[src/rtl/prescaled_counter.sv]
// Purpose : prescaler dividing clk by TICK_DIV, driving a wrap-around tick counter
//           with ms_tick / wrap pulses and a flip level that toggles on each wrap.
// Latency : all outputs registered; counter, ms_tick and wrap change on the tick edge itself.
// Backpr. : none; enable=0 freezes the prescaler phase, load/clear act on any edge.
//
// Ports:
//   clk      - single clock, rising edge
//   reset    - synchronous active-high reset (highest priority)
//   enable   - prescaler advances only while high
//   clear    - synchronous clear of prescaler, counter, pulses and flip
//   load     - load counter from load_val (clamped to MAX_COUNT), suppresses the step
//   load_val - value to load
//   up_dn    - direction, 1 = up, 0 = down (only with PRESCALED_COUNTER_UPDOWN_EN)
//   counter  - tick count, 0..MAX_COUNT
//   ms_tick  - one-cycle pulse per prescaler period
//   wrap     - one-cycle pulse when the counter wraps
//   flip     - level toggling on every wrap
//
// Build option: define PRESCALED_COUNTER_UPDOWN_EN for bidirectional counting;
// without it the up_dn port is absent and the counter counts up only.
module prescaled_counter #(
  parameter int WIDTH     = 4,
  parameter int TICK_DIV  = 100000,
  parameter int MAX_COUNT = 2**WIDTH - 1
) (
  input  logic             clk,
  input  logic             reset,
  input  logic             enable,
  input  logic             clear,
  input  logic             load,
  input  logic [WIDTH-1:0] load_val,
`ifdef PRESCALED_COUNTER_UPDOWN_EN
  input  logic             up_dn,
`endif
  output logic [WIDTH-1:0] counter,
  output logic             ms_tick,
  output logic             wrap,
  output logic             flip
);

  // TICK_DIV=1 would give a zero-width prescaler; keep at least one bit.
  localparam int PW = (TICK_DIV <= 1) ? 1 : $clog2(TICK_DIV);
  localparam logic [PW-1:0]    PRE_LAST = PW'(TICK_DIV - 1);
  localparam logic [WIDTH-1:0] MAX_C    = WIDTH'(MAX_COUNT);

  logic [PW-1:0]    pre_cnt;
  logic             tick_edge;
  logic             dir_up;
  logic             at_end;
  logic [WIDTH-1:0] step_val;
  logic [WIDTH-1:0] load_clamped;

`ifdef PRESCALED_COUNTER_UPDOWN_EN
  assign dir_up = up_dn;
`else
  assign dir_up = 1'b1;
`endif

  assign tick_edge = enable && (pre_cnt == PRE_LAST);

  // Next counter value on a tick; at_end marks the wrapping step.
  always_comb begin
    at_end   = 1'b0;
    step_val = counter;
    if (dir_up) begin
      at_end   = (counter >= MAX_C);
      step_val = at_end ? '0 : counter + WIDTH'(1);
    end else begin
      at_end   = (counter == '0);
      step_val = at_end ? MAX_C : counter - WIDTH'(1);
    end
  end

  // Loads beyond the terminal count saturate so the counter stays in range.
  assign load_clamped = (load_val > MAX_C) ? MAX_C : load_val;

  always_ff @(posedge clk) begin
    if (reset || clear) begin
      pre_cnt <= '0;
      counter <= '0;
      ms_tick <= 1'b0;
      wrap    <= 1'b0;
      flip    <= 1'b0;
    end else begin
      // Prescaler runs independently of load: a load never disturbs the phase.
      if (tick_edge) begin
        pre_cnt <= '0;
      end else if (enable) begin
        pre_cnt <= pre_cnt + PW'(1);
      end
      ms_tick <= tick_edge;

      if (load) begin
        counter <= load_clamped;
        wrap    <= 1'b0;
      end else if (tick_edge) begin
        counter <= step_val;
        wrap    <= at_end;
        flip    <= flip ^ at_end;
      end else begin
        wrap    <= 1'b0;
      end
    end
  end

endmodule

[config.mk]
export PLATFORM = sky130hd
export DESIGN_NAME = prescaled_counter
export DESIGN_NICKNAME = d
export VERILOG_FILES = /design/src/rtl/prescaled_counter.sv
export SDC_FILE = /design/constraint.sdc
export NUM_CORES = 1
export LEC_CHECK = 0
export CAP_MARGIN = 20
export CORE_MARGIN = 5
export CORE_UTILIZATION = 45
export CTS_BUF_LIST = sky130_fd_sc_hd__clkbuf_8
export DETAILED_ROUTE_END_ITERATION = 10
export GPL_TIMING_DRIVEN = 0
export PLACE_DENSITY = 0.68
export REMOVE_ABC_BUFFERS = 1
export SETUP_SLACK_MARGIN = 0.3
export SYNTH_ARGS = -nofsm -noshare
export SYNTH_HDL_FRONTEND = slang
export SYNTH_SLANG_ARGS = --single-unit
[constraint.sdc]
create_clock -name clk -period 2.4 [get_ports clk]
set_input_delay 0.24 -clock clk [delete_from_list [all_inputs] [get_ports clk]]
set_output_delay 0.24 -clock clk [all_outputs]
set_load 0.005 [all_outputs]
==> results of run 1 <==
[power groups by stage]
stage	clock network [W]	logic [W]	registers, W
2_1_floorplan	0	0.0000153	0.000416
3_3_place_gp	0	0.0000402	0.000416
3_5_place_dp	0	0.0000414	0.000417
4_1_cts	0.000361	0.0000421	0.000407
5_1_grt	0.000378	0.0000463	0.000408
6_report	0.000348	0.0000419	0.000407
[cell usage after synthesis]
| master | number |
|---|---|
| dfxtp_1 | 24 |
| nor2_1 | 22 |
| xor2_1 | 12 |
| nand3_1 | 7 |
| nand4_1 | 7 |
| nand2_1 | 6 |
| xnor2_1 | 6 |
| o21ai_0 | 4 |
| a21oi_1 | 3 |
| and3_1 | 3 |
| inv_1 | 3 |
| mux2i_1 | 3 |
| nor3_1 | 3 |
| a31oi_1 | 2 |
| ha_1 | 2 |
| nand2b_1 | 2 |
| a21o_1 | 1 |
| a22o_1 | 1 |
| a311oi_1 | 1 |
| and3_2 | 1 |
| and4_1 | 1 |
| and4_2 | 1 |
| buf_12 | 1 |
| buf_6 | 1 |
| clkbuf_1 | 1 |
| nand2_2 | 1 |
| nand4b_1 | 1 |
| nor3_4 | 1 |
| nor4_1 | 1 |
| nor4_2 | 1 |
| nor4b_2 | 1 |
[state kept, by name (all words and copies together), names as in the netlist]
name and count:
wrap 1, flip 1, counter 4, pre_cnt 17, ms_tick 1
[metal layers]
metal  global-route usage (%)  up-vias  wire, µm
li1                         -      464         -
met1                    15.05      447       965
met2                    23.92       13      1018
met3                    4.536        4        78
met4                    3.165        0        34
met5                        0        -         0
[final timing paths]
path,endpoint,slack (ns),cells past startpoint
max reg2reg,pre_cnt[13]$_SDFFE_PP0P_,0.51,6
min reg2reg,pre_cnt[16]$_SDFFE_PP0P_,0.52,2
max,pre_cnt[13]$_SDFFE_PP0P_,0.51,6
min,pre_cnt[1]$_SDFFE_PP0P_,0.50,3
[per-stage QoR]
| step | cell area, µm² | power, W | utilization, % | setup WS, ns |
|---|---|---|---|---|
| 2_1_floorplan | 1099 | 0.0004312 | - | 0.5805 |
| 3_3_place_gp | 1286 | 0.0004565 | 52.88 | -0.1339 |
| 3_5_place_dp | 1286 | 0.0004579 | 52.88 | -0.1865 |
| 4_1_cts | 1360 | 0.0008099 | 55.92 | 0.3214 |
| 5_1_grt | 1368 | 0.0008328 | 56.22 | 0.3452 |
| 6_report | 1368 | 0.0007973 | 56.22 | 0.5088 |
[tightest hold or removal path: stages]
cell,delay [ns]
dlymetal6s2s_1,0.25
mux2i_1,0.17
nor2_1,0.08
[cell families (layout without fill, tap and decap cells)]
family	Yosys count	count (layout)	synth area share, %
AOI/OAI and AO/OA	12	12	6.402
xor gates and xnor gates	18	18	13.91
adders and majority gates	2	2	2.207
buffers and inverters	6	22	4.083
DFF	24	24	42.38
muxes	3	3	2.649
and+or+nand+nor	59	59	28.37
[final cells by class]
type / instances / share of cell area [%]
Clock inverter: 1 / 2.196
Timing Repair Buffer: 15 / 11.16
Clock buffer: 3 / 3.019
Tap cell: 30 / 2.745
Multi-Input combinational cell: 94 / 44.92
Inverter: 3 / 0.8234
Sequential cell: 24 / 35.13
==> flow_summary.toml, run 1 <==
[floorplan]
top_level_ports = 16
die_w_um = 60.19
rows = 18
dieArea_um2 = 3623
initial_core_util_pct = 46.60
core_um2 = 2432
die_h_um = 60.19

[logic_synthesis]
synth-seq-cells = 24
synth_cell_types = 31
ys_top_cells_by_area = "dfxtp_1, xor2_1, nor2_1"
ys_seq_area_share_pct = 42.38
yosys_warnings = 0
yosysTopAreaCellShare_pct = 42.38
synthCells = 124
yosys.area.top_type = "dfxtp_1"
syn_avg_cell_area_um2 = 9.142
synthesis.area_um2 = 1134

[sta]
rsz0062_at_grt = "no"
slew_headroom_pct = 67.80
worst_pin_slew_ns = 0.4812
whs_ns = 0.5018
finalSetupViolCount = 0
fmax_mhz = 528.8
period_minus_slack_ns = 1.891
final_hold_viol_count = 0
drv_slew = 0
tns_ns = 0
skew_ns = 0.006139
period_share_pct = 78.80

[power]
p_int_w = 0.0006479
sequentialPowerShare_pct = 51.1
clock_power_share_pct = 43.7
ir_drop_mv = 0.5830
comb_power_share_pct = 5.3
p_sw_w = 0.0001494
cellLeakagePower_nw = 0.4946
pwr_density_cell_nw_per_um2 = 583.0
p_sw_share_pct = 18.74

[routing]
first_pass_iters = 4
drt-total-wl_um = 2097
drtIter0Drc = 31
vias = 928
wl_per_cell_um = 12.34
drtAntennaViolNets = 0
viasPerCell = 5.459
drc_errors = 0

[cells_and_area]
final_cell_mix = "dfxtp_1, nor2_1, clkdlybuf4s50_1"
regArea_um2 = 480.5
drive_above_1_share_pct = 7.857
antenna_cells = 0
finalNonFillerCells = 170
area_delta_synth_final_pct = 20.64
final_common_cell = "dfxtp_1"
final_nets = 152
multiInputGateArea_um2 = 614.3
final.fill_count = 228

[clocking]
cts_root_buf = "clkbuf_8"
worst_skew_pair.late_latency_ns = 0.26
h-tree-depth = 1
cts.sinks = 24
postCtsResizedCells = 1
cts_buffer_depth = 2
hold_buffers = 0
post_cts.repair.setup_buffers = 0
cts_tree = "built"
tritoncts.num_buffers = 3
clk_pin_slew_ns = 0.08

[critical_path]
cp.required_ns = 2.55
crit_start = "pre_cnt[0]$_SDFFE_PP0P_"
cp_cell_sequence = "ha_1, and4_2, nand2_2, nor3_4, nand2b_4, nor2_1"
r2r-start = "pre_cnt[0]$_SDFFE_PP0P_"
path_class = "reg2reg"
critPathMaxStageDelay_ns = 0.41
critPathCaptureType = "flop"
crit_family = "simple AND/OR/NAND/NOR gates"
arrival_ns = 2.05
path_buf_inv = 0
critPathMaxFanout = 17
worstSetupStartpointType = "flop"
cp_slowest_cell = "dfxtp_1"

[global_route]
grtUsageTotal_pct = 13.36
antenna_found_initial = 0
grt_overflow = 0
grt_max_degree = 18
grt_pass1_wl_um = 3732
grt_pass1_vias = 881

[run_status]
outcome = "finished clean"

[placement]
numPlacedInstances = 166
portBuffers = 15
dp_hpwl_um = 1557
gp_congestion = 0.7421

[hold_path]
worstHoldStart = "enable"
hp-class = "in2reg"

[job]
drv_cap = 0
No activity file was read; power rests on OpenSTA's default activity.
==> run 2: changes to the inputs <==
- PLACE_DENSITY: 0.68 -> 0.7
- clock period: 2.4 -> 1.7 ns (I/O delays scaled with it)
==> flow_summary.toml, run 2 (same netlist as run 1, synthesis figures left out) <==
[floorplan]
die_h_um = 60.19
dieArea_um2 = 3623
rows = 18
die_w_um = 60.19
top_level_ports = 16
core_um2 = 2432
initial_core_util_pct = 46.60

[routing]
viasPerCell = 5.443
first_pass_iters = 4
drt-total-wl_um = 2533
drtAntennaViolNets = 0
drc_errors = 0
wl_per_cell_um = 13.84
vias = 996
drtIter0Drc = 22

[clocking]
tritoncts.num_buffers = 3
cts_buffer_depth = 2
h-tree-depth = 1
cts_tree = "built"
clk_pin_slew_ns = 0.08
cts.sinks = 24
worst_skew_pair.late_latency_ns = 0.26
cts_root_buf = "clkbuf_8"

[cells_and_area]
top_register = "pre_cnt"
area_delta_synth_final_pct = 37.09
finalInstanceArea_um2 = 1554
reg_top3 = "pre_cnt (17), counter (4)"
final_cell_mix = "dfxtp_1, clkdlybuf4s50_1, nor2_2"
drive_above_1_share_pct = 35.95
antenna_cells = 0
finalNonFillerCells = 183
final.fill_count = 204
final_nets = 166
largest_register_ffs = 17
final_common_cell = "dfxtp_1"

[power]
pwr_density_cell_nw_per_um2 = 625.6
ir_drop_mv = 0.4944
power.total_w = 0.0009722
cellLeakagePower_nw = 0.5702

[critical_path]
reg2regPathDepth = 7
reg2reg_slack_ns = 0.16
critPathMaxFanout = 4
path_class = "reg2reg"
r2r-end = "counter[3]$_SDFFE_PP0P_"
r2r-start = "pre_cnt[1]$_SDFFE_PP0P_"
critPathCaptureType = "flop"
arrival_ns = 1.70
crit_start = "pre_cnt[1]$_SDFFE_PP0P_"
cp-endpoint = "counter[3]$_SDFFE_PP0P_"
worstSetupStartpointType = "flop"
cp.required_ns = 1.85

[hold_path]
hp-class = "in2reg"

[global_route]
grt_pass1_wl_um = 3864
grt_overflow = 0
grt_pass1_vias = 934
grtUsageTotal_pct = 14.00
grt_max_degree = 13
antenna_found_initial = 0

[job]
drv_cap = 0

[placement]
dp_hpwl_um = 1469
portBuffers = 15
gp_congestion = 0.7411
placed_cell_area_um2 = 1286
numPlacedInstances = 166

[sta]
period_minus_slack_ns = 1.545
final_hold_viol_count = 0
skew_ns = 0.004302
worst_pin_slew_ns = 0.8763
period_share_pct = 90.87
drv_slew = 0
finalSetupViolCount = 0
fmax_mhz = 647.3
slew_headroom_pct = 41.36
whs_ns = 0.3607
rsz0062_at_grt = "yes"

[run_status]
outcome = "finished clean"
[run 2: cell types whose count changed in the layout (fill, tap and decap cells not counted), sizes merged]
cell / previous run / this run
buf: 0 / 12
nand2b: 2 / 4
bufinv: 1 / 0
clkbuf: 3 / 4
dlymetal6s2s: 1 / 0
[run 2: power breakdown]
group          internal, W  switching [W]   total, W
sequential        0.000567     0.00000748   0.000574
combinational    0.0000380      0.0000363  0.0000743
clock             0.000158       0.000166   0.000324
[run 2: area by class of cell]
| type | count | area [µm²] | share of cell area [%] |
|---|---|---|---|
| clock buffer | 3 | 41.29 | 2.657 |
| inverter | 3 | 11.26 | 0.7246 |
| multi-input combinational | 96 | 726.9 | 46.78 |
| sequential | 24 | 494.2 | 31.80 |
| tap | 30 | 37.54 | 2.415 |
| timing repair buffer | 27 | 242.7 | 15.62 |
[run 2: how the worst min path moves through the flow]
stage                                   from                  endpoint  depth (start not counted)
floorplan                              reset         flip$_SDFFE_PP0P_                          1
global placement    pre_cnt[10]$_SDFFE_PP0P_  pre_cnt[10]$_SDFFE_PP0P_                          2
detailed placement  pre_cnt[16]$_SDFFE_PP0P_  pre_cnt[16]$_SDFFE_PP0P_                          2
CTS                                    clear         flip$_SDFFE_PP0P_                          2
global route                          enable   pre_cnt[0]$_SDFFE_PP0P_                          3
finish                                enable   pre_cnt[0]$_SDFFE_PP0P_                          3
[run 2: metal layers]
layer / vias up / share of wire [%] / track usage (%)
met1: 473 / 45 / 16.69
met5: - / 0 / 0
li1: 495 / - / -
met3: 7 / 4.3 / 2.592
met2: 21 / 48 / 23.92
met4: 0 / 2.5 / 6.646
[run 2: what timing repair did]
item                                    4_1_cts  5_1_grt
endpoints found under the setup margin       25       27
buffers inserted                             10        2
gates resized for setup                      22       24
pin swaps                                    17       15
gates cloned                                  1        1
hold buffers                                  0        0
[run 2: critical path: stages, from the launching register on]
cell	delay, ns
dfxtp_4	0.37
ha_4	0.13
and4_4	0.23
nand2_4	0.07
nor3_4	0.23
buf_6	0.15
o21ai_2	0.05
a22o_1	0.22
[run 2: metrics by stage]
step / setup slack (ns) / TNS (ns) / utilization [%]
floorplan: -0.1195 / -2.031 / -
detailed placement: -0.7787 / -15.23 / 52.88
global placement: -0.7335 / -14.46 / 52.88
global route: 0.02312 / 0 / 63.89
finish: 0.1552 / 0 / 63.89
CTS: 0.1952 / 0 / 60.75
